--- config.mk ---
export PLATFORM = sky130hd
export DESIGN_NAME = ava_rx_sched
export DESIGN_NICKNAME = d
export VERILOG_FILES = /design/src/rtl/ava_rx_sched.sv
export SDC_FILE = /design/constraint.sdc
export NUM_CORES = 1
export LEC_CHECK = 0
export ABC_AREA = 1
export BUFFER_PORTS_ARGS = -buffer_cell sky130_fd_sc_hd__buf_2
export CORE_UTILIZATION = 61
export DETAILED_ROUTE_END_ITERATION = 10
export GPL_TIMING_DRIVEN = 1
export PLACE_DENSITY = 0.81
export SLEW_MARGIN = 20
export SYNTH_ARGS = -nofsm -noshare
export SYNTH_HDL_FRONTEND = slang
export SYNTH_SLANG_ARGS = --single-unit
--- constraint.sdc ---
create_clock -name clk -period 5.96 [get_ports clk]
set_clock_uncertainty 0.2 [all_clocks]
set_input_delay 0.298 -clock clk [delete_from_list [all_inputs] [get_ports clk]]
set_output_delay 0.298 -clock clk [all_outputs]
set_load 0.05 [all_outputs]
--- src/rtl/ava_rx_sched.sv ---
// ava_rx_sched: sequences NUM_CH ava_rx nonce receivers and merges their
// nonces into a single report stream.
//
// Ports:
//   clk             system clock, all logic on posedge
//   global_reset_n  asynchronous active-low reset
//   work_start      per-channel pulse: work was just sent to that chip
//   rx_en           per-channel receiver enable (listen window)
//   rx_ready        per-channel one-cycle nonce-ready pulse from ava_rx
//   rx_data         flattened ava_rx data, channel i at [i*NONCE_SIZE +: NONCE_SIZE]
//   nonce_valid     FIFO head valid (show-ahead)
//   nonce_ready     consumer accepts the head this cycle
//   nonce_data      FIFO head nonce
//   nonce_ch        source channel of the FIFO head
//   fifo_count      current FIFO occupancy
//   drop_cnt        saturating count of lost nonces
module ava_rx_sched #(
    parameter int unsigned NUM_CH         = 4,
    parameter int unsigned CH_W           = 2,
    parameter int unsigned NONCE_SIZE     = 32,
    parameter logic [23:0] TIMEOUT_CYCLES = 24'd1000000,
    parameter int unsigned FIFO_DEPTH     = 8
) (
    input  logic                           clk,
    input  logic                           global_reset_n,
    input  logic [NUM_CH-1:0]              work_start,
    output logic [NUM_CH-1:0]              rx_en,
    input  logic [NUM_CH-1:0]              rx_ready,
    input  logic [NUM_CH*NONCE_SIZE-1:0]   rx_data,
    output logic                           nonce_valid,
    input  logic                           nonce_ready,
    output logic [NONCE_SIZE-1:0]          nonce_data,
    output logic [CH_W-1:0]                nonce_ch,
    output logic [$clog2(FIFO_DEPTH):0]    fifo_count,
    output logic [7:0]                     drop_cnt
);

    localparam int unsigned AW    = $clog2(FIFO_DEPTH);
    localparam int unsigned CNT_W = AW + 1;
    localparam int unsigned ENT_W = CH_W + NONCE_SIZE;

    typedef enum logic [1:0] {
        StIdle,
        StListen,
        StRearm
    } ch_state_e;

    // ------------------------------------------------------------------
    // Per-channel listen-window FSM
    // ------------------------------------------------------------------
    ch_state_e   state_q [NUM_CH];
    ch_state_e   state_d [NUM_CH];
    logic [23:0] timer_q [NUM_CH];
    logic [23:0] timer_d [NUM_CH];

    always_ff @(posedge clk or negedge global_reset_n) begin
        if (!global_reset_n) begin
            for (int i = 0; i < NUM_CH; i++) begin
                state_q[i] <= StIdle;
                timer_q[i] <= '0;
            end
        end else begin
            for (int i = 0; i < NUM_CH; i++) begin
                state_q[i] <= state_d[i];
                timer_q[i] <= timer_d[i];
            end
        end
    end

    always_comb begin
        for (int i = 0; i < NUM_CH; i++) begin
            state_d[i] = state_q[i];
            timer_d[i] = timer_q[i];
            rx_en[i]   = 1'b0;
            case (state_q[i])
                StIdle: begin
                    if (work_start[i]) begin
                        state_d[i] = StListen;
                        timer_d[i] = TIMEOUT_CYCLES;
                    end
                end
                StListen: begin
                    rx_en[i] = 1'b1;
                    if (work_start[i]) begin
                        // One low cycle forces a fresh enable edge in ava_rx.
                        state_d[i] = StRearm;
                        timer_d[i] = TIMEOUT_CYCLES;
                    end else begin
                        timer_d[i] = timer_q[i] - 24'd1;
                        if (timer_q[i] == 24'd1) begin
                            state_d[i] = StIdle;
                        end
                    end
                end
                StRearm: begin
                    // Reload already pending; a further work_start is ignored.
                    state_d[i] = StListen;
                    timer_d[i] = TIMEOUT_CYCLES;
                end
                default: begin
                    state_d[i] = StIdle;
                    timer_d[i] = '0;
                end
            endcase
        end
    end

    // ------------------------------------------------------------------
    // Hold registers and round-robin arbiter
    // ------------------------------------------------------------------
    logic [NUM_CH-1:0]     pend_q, pend_d;
    logic [NONCE_SIZE-1:0] hold_q [NUM_CH];
    logic [NONCE_SIZE-1:0] hold_d [NUM_CH];
    logic [CH_W-1:0]       rr_ptr_q, rr_ptr_d;
    logic [7:0]            drop_q, drop_d;
    logic [CNT_W-1:0]      count_q, count_d;

    logic                  fifo_full;
    logic                  gnt_valid;
    logic [CH_W-1:0]       gnt_ch;
    logic [NUM_CH-1:0]     gnt_oh;
    logic [NONCE_SIZE-1:0] gnt_data;
    logic [3:0]            n_drop;
    logic [8:0]            drop_sum;

    assign fifo_full = (count_q == CNT_W'(FIFO_DEPTH));

    // Two passes: channels at or above rr_ptr first, then the wrapped ones.
    always_comb begin
        gnt_valid = 1'b0;
        gnt_ch    = '0;
        gnt_oh    = '0;
        gnt_data  = '0;
        if (!fifo_full) begin
            for (int i = 0; i < NUM_CH; i++) begin
                if (!gnt_valid && pend_q[i] && (i >= int'(rr_ptr_q))) begin
                    gnt_valid = 1'b1;
                    gnt_ch    = CH_W'(i);
                    gnt_oh[i] = 1'b1;
                    gnt_data  = hold_q[i];
                end
            end
            for (int i = 0; i < NUM_CH; i++) begin
                if (!gnt_valid && pend_q[i] && (i < int'(rr_ptr_q))) begin
                    gnt_valid = 1'b1;
                    gnt_ch    = CH_W'(i);
                    gnt_oh[i] = 1'b1;
                    gnt_data  = hold_q[i];
                end
            end
        end
    end

    always_comb begin
        pend_d   = pend_q;
        n_drop   = '0;
        rr_ptr_d = rr_ptr_q;
        for (int i = 0; i < NUM_CH; i++) begin
            hold_d[i] = hold_q[i];
            if (rx_ready[i]) begin
                if (pend_q[i] && !gnt_oh[i]) begin
                    n_drop = n_drop + 4'd1;
                end else begin
                    // Granted value leaves this cycle, so the slot is free.
                    pend_d[i] = 1'b1;
                    hold_d[i] = rx_data[i*NONCE_SIZE +: NONCE_SIZE];
                end
            end else if (gnt_oh[i]) begin
                pend_d[i] = 1'b0;
            end
        end
        if (gnt_valid) begin
            rr_ptr_d = (int'(gnt_ch) == int'(NUM_CH) - 1) ? '0 : gnt_ch + 1'b1;
        end
        drop_sum = {1'b0, drop_q} + {5'd0, n_drop};
        drop_d   = drop_sum[8] ? 8'hFF : drop_sum[7:0];
    end

    always_ff @(posedge clk or negedge global_reset_n) begin
        if (!global_reset_n) begin
            pend_q   <= '0;
            rr_ptr_q <= '0;
            drop_q   <= '0;
            for (int i = 0; i < NUM_CH; i++) begin
                hold_q[i] <= '0;
            end
        end else begin
            pend_q   <= pend_d;
            rr_ptr_q <= rr_ptr_d;
            drop_q   <= drop_d;
            for (int i = 0; i < NUM_CH; i++) begin
                hold_q[i] <= hold_d[i];
            end
        end
    end

    // ------------------------------------------------------------------
    // Show-ahead nonce FIFO
    // ------------------------------------------------------------------
    logic [ENT_W-1:0] mem [FIFO_DEPTH];
    logic [AW-1:0]    wr_ptr_q, rd_ptr_q;
    logic             push, pop;

    assign push = gnt_valid;
    assign pop  = nonce_valid && nonce_ready;

    always_comb begin
        case ({push, pop})
            2'b10:   count_d = count_q + 1'b1;
            2'b01:   count_d = count_q - 1'b1;
            default: count_d = count_q;
        endcase
    end

    always_ff @(posedge clk or negedge global_reset_n) begin
        if (!global_reset_n) begin
            wr_ptr_q <= '0;
            rd_ptr_q <= '0;
            count_q  <= '0;
        end else begin
            count_q <= count_d;
            if (push) begin
                wr_ptr_q <= wr_ptr_q + 1'b1;
            end
            if (pop) begin
                rd_ptr_q <= rd_ptr_q + 1'b1;
            end
        end
    end

    always_ff @(posedge clk) begin
        if (push) begin
            mem[wr_ptr_q] <= {gnt_ch, gnt_data};
        end
    end

    assign nonce_valid            = (count_q != '0);
    assign {nonce_ch, nonce_data} = mem[rd_ptr_q];
    assign fifo_count             = count_q;
    assign drop_cnt               = drop_q;

endmodule

==> key figures <==
Status
  • Outcome: finished clean

Detailed routing
  • Routed Wire Length: 68.97 mm
  • Number of detailed-route iterations in the first pass: 8
  • Routed vias/inst: 6.123
  • Post-route DRC: 0
  • WL/cell: 20.44 µm
  • Post-route ant nets: 0
  • First-iteration detailed-routing DRC count: 2378
  • Via count: 20.66k

Setup path
  • Worst path bufs/invs: 8
  • Delay-heaviest family, CP: simple AND/OR/NAND/NOR gates
  • CP Capture Type: flip-flop
  • Critical path fanouts, max: 29
  • Setup crit start kind: flip-flop
  • CP max stage cell: inv_2
  • Endpoint of the worst-slack reg-to-reg timing path: drop_cnt[3]
  • Number of logic stages on the critical path including buffering: 25
  • CP required: 6.28 ns
  • CP dominant cell by count: inv_1
  • Setup crit start: rr_ptr_q[1]
  • Crit Reg-Reg Startpoint: rr_ptr_q[1]
  • Worst reg2reg path depth: 25
  • Crit path capture: drop_cnt[3]
  • Data arrival time of the critical path: 5.49 ns
  • Critical setup path kind: flip-flop to flip-flop
  • Maximum single-stage delay on the critical path: 0.47 ns
  • R2R setup slack: 0.79 ns

Global route
  • Most Crowded Layer GR: met2
  • Met2 Usage GRT: 56.27%
  • GRT overflow: 0
  • Total routing usage reported by global routing: 34.16%
  • Number of antenna violations at the first check in global routing: 1
  • Met1 GRT Util: 45.69%
  • First-pass GRT wire length: 108.4 mm
  • Met3 track demand over resource in global routing: 5.053%
  • Vias in the first global route: 20.41k
  • Maximum number of pins on one net before global-route repair: 175

Pwr
  • Leakage power: 12.08 nW
  • Total power: 0.01907 W
  • Net Switching: 0.008603 W
  • Sequential fraction of design power: 37.4%
  • Internal power of the cells: 0.01047 W
  • Pwr per Cell Area: 661.2 nW/µm²
  • Peak supply drop: 0.0003686 V
  • Part of the power in the clock network: 18.0%
  • Switching fraction of total power: 45.12%
  • Combinational share of power: 44.6%

Floorplanning
  • Ports placed on the boundary: 190
  • Initial Utilization: 62.38%
  • FP Rows: 72
  • Die Width: 201.7 µm
  • Die outline area: 40690 µm²
  • Floorplan die height: 201.7 µm
  • Core footprint: 39010 µm²

Timing
  • Worst rel slew slack: 25.23%
  • Final TNS setup: 0 ns
  • Slew Viols, Final: 0
  • Number of failing setup endpoints in the final timing report: 0
  • Achievable Freq: 193.3 MHz
  • Unrepaired setup endpoints after global routing: false
  • Worst-Margin Slew: 1.113 ns
  • Hold violation count in the final report: 0
  • Post-route worst setup slack: 0.7876 ns
  • Time the worst path needs with I/O delays and setup: 5.172 ns
  • Ratio of final minimum period to clock period: 86.78%

Synthesis
  • Post-synth EDFFs: 272
  • Adder and majority gate portion of the synthesized area: 1.193%
  • Area share of the largest cell type after synthesis: 33.57%
  • Synth Area in Simple Gates: 15.95%
  • Async S/R FF share, synth: 48.48%
  • Cell taking the most area after synthesis: edfxtp_1
  • Seq/Total Area, Yosys: 59.89%
  • Dominant synthesized flop cell: edfxtp_1
  • Register bit count reported by yosys: 528
  • Synthesized area per cell: 9.637 µm²
  • Largest family of logic cells by synthesized area: simple AND/OR/NAND/NOR gates
  • Post-synth design cell area: 24330 µm²
  • Synth Area in Compound Gates: 14.55%
  • Multiplexer fraction of the synthesized cell area: 1.867%
  • Post-Synthesis Cells: 2525
  • Yosys warning count: 0
  • Top post-synthesis cells by area: edfxtp_1 (34%), dfrtp_1 (26%), o21ai_0 (6.6%)
  • Number of distinct library cells after synthesis: 54
  • Post-synthesis net count: 2686
  • XOR/XNOR share of the synthesized area: 0.6119%

Clock network
  • CTS Buffer Depth: 3
  • Post-CTS setup repair buffer count: 0
  • Clock Root Buffer: clkbuf_16
  • Count of H-tree levels built during CTS: 2
  • Number of sinks driven by the clock tree: 528
  • Clock transition at the register clock pins on the worst setup and hold paths after CTS: 0.06 ns
  • Total clock buffers created by CTS: 53
  • Clock tree from TritonCTS: built
  • Clock latency reported for the late side of the worst-skew pair: 0.61 ns
  • Number of gates given a new drive strength after cts: 0
  • Post-CTS Hold Fix Bufs: 136

Placed design
  • Detailed placement HPWL: 40.61 mm
  • Number of instances in the placed design: 3137
  • Number of port buffers: 189
  • Worst setup slack after placement: 0.9770 ns
  • Placer's final routability congestion estimate: 0.9371

Flow run
  • Max Cap Violations: 0

Finish
  • Final-stage net count: 2971
  • Post-layout instance count excluding filler cells: 3374
  • Fraction of layout instances using a drive strength above 1: 13.35%
  • Synthesis-to-layout area growth: 18.52%

Min path
  • Hold Crit Class: input pin to asynchronous set/reset pin
layer usage:
layer,vias to the layer above,wire length [µm]
met5,-,0
met4,0,2568
met3,218,6596
met2,1250,33320
met1,9896,26480
li1,9296,-
power groups by stage:
stage | clock network (W) | logic [W] | registers (W)
floorplan | 0 | 0.00581 | 0.00693
CTS | 0.00344 | 0.00833 | 0.00708
global placement | 0 | 0.00783 | 0.00705
global route | 0.00359 | 0.00925 | 0.00726
finish | 0.00343 | 0.00850 | 0.00713
detailed placement | 0 | 0.00816 | 0.00713
worst register-to-register path, cell delays in order, from the launching register on:
cell and delay, ns:
dfrtp_1 0.39, nor2_1 0.18, nand2_2 0.08, inv_2 0.10, nor2_2 0.08, inv_2 0.47, nand2_2 0.13, nand2_2 0.11
nand4_1 0.21, nand2_1 0.19, inv_1 0.06, ha_1 0.29, inv_1 0.07, nand2_1 0.07, nand2_1 0.07, inv_1 0.05
ha_1 0.28, inv_1 0.06, o21ai_2 0.18, inv_2 0.06, fa_1 0.43, o31ai_1 0.45, inv_1 0.12, nor4_1 0.38
nand2_1 0.26, o21ai_0 0.14
sequential cells by signal (all words and copies together) (netlist names):
register	cells
drop_cnt	8
fifo_count	4
hold_q	128
mem	272
pend_q	4
rd_ptr_q	3
rr_ptr_q	2
state_q	8
timer_q	96
wr_ptr_q	3
synth_stat cells, types with 9 or more instances:
cell	instances
nor2_1	422
o21ai_0	322
nand2_1	301
edfxtp_1	272
dfrtp_1	256
inv_1	231
nand3_1	123
o22ai_1	108
clkbuf_1	78
a21oi_1	70
a31oi_1	63
mux2_1	30
buf_2	24
nor3_1	22
ha_1	20
nand4_1	20
a21oi_2	19
xor2_1	15
inv_2	10
mux2_2	9
nand2_2	9
nor2_2	9
placed cells by master, fill, tap and decap left out, types with 15 or more instances in the layout:
cell           Yosys  final
a21oi_1           70     70
dfrtp_1          256    254
mux2_1            30     30
buf_2             24    188
buf_4              5     24
nor2_1           422    414
o21ai_0          322    322
nand4_1           20     20
ha_1              20     20
xor2_1            15     15
a21oi_2           19     19
inv_1            231    228
edfxtp_1         272    272
dlygate4sd3_1      0    136
a31oi_1           63     63
o22ai_1          108    108
nand3_1          123    122
nand2_1          301    301
clkbuf_16          0     54
nor3_1            22     22
worst min path at each step:
stage | start | to | slack (ns) | cells after the start
6_report | global_reset_n | timer_q[79] | 0.07 | 2
2_1_floorplan | global_reset_n | drop_cnt[0] | -0.20 | 0
3_3_place_gp | global_reset_n | timer_q[77] | 0.13 | 1
5_1_grt | rx_ready[2] | hold_q[36] | 0.13 | 4
4_1_cts | global_reset_n | timer_q[40] | 0.1 | 2
3_5_place_dp | global_reset_n | timer_q[79] | 0.14 | 1
metrics by stage:
stage	area (µm²)	hold slack (ns)	utilization (%)
3_5_place_dp	25680	0.1400	65.83
5_1_grt	28840	0.1340	73.93
2_1_floorplan	24330	-0.1976	-
3_3_place_gp	25680	0.1298	65.83
6_report	28840	0.07392	73.93
4_1_cts	28840	0.09696	73.93
final cells by class:
type,instances,area (µm²)
flip-flops and latches,528,14580
multi-input cells,1635,8384
clock buffers,68,1464
inverters,242,909.6
repair buffers,350,2517
clock inverters,32,334.1
diodes,1,2.502
fillers,2589,10170
well taps,518,648.1
cell families (layout without fill, tap and decap cells):
group | after synthesis | in the layout
AO/OA/AOI/OAI | 626 | 626
XOR/XNOR | 17 | 17
adder cells (fa/ha/maj) | 22 | 22
buffers and inverters | 362 | 692
flip-flops | 528 | 528
multiplexers | 40 | 40
other | 0 | 1
AND/OR/NAND/NOR | 930 | 930
Power figures use the tool's default switching activity.
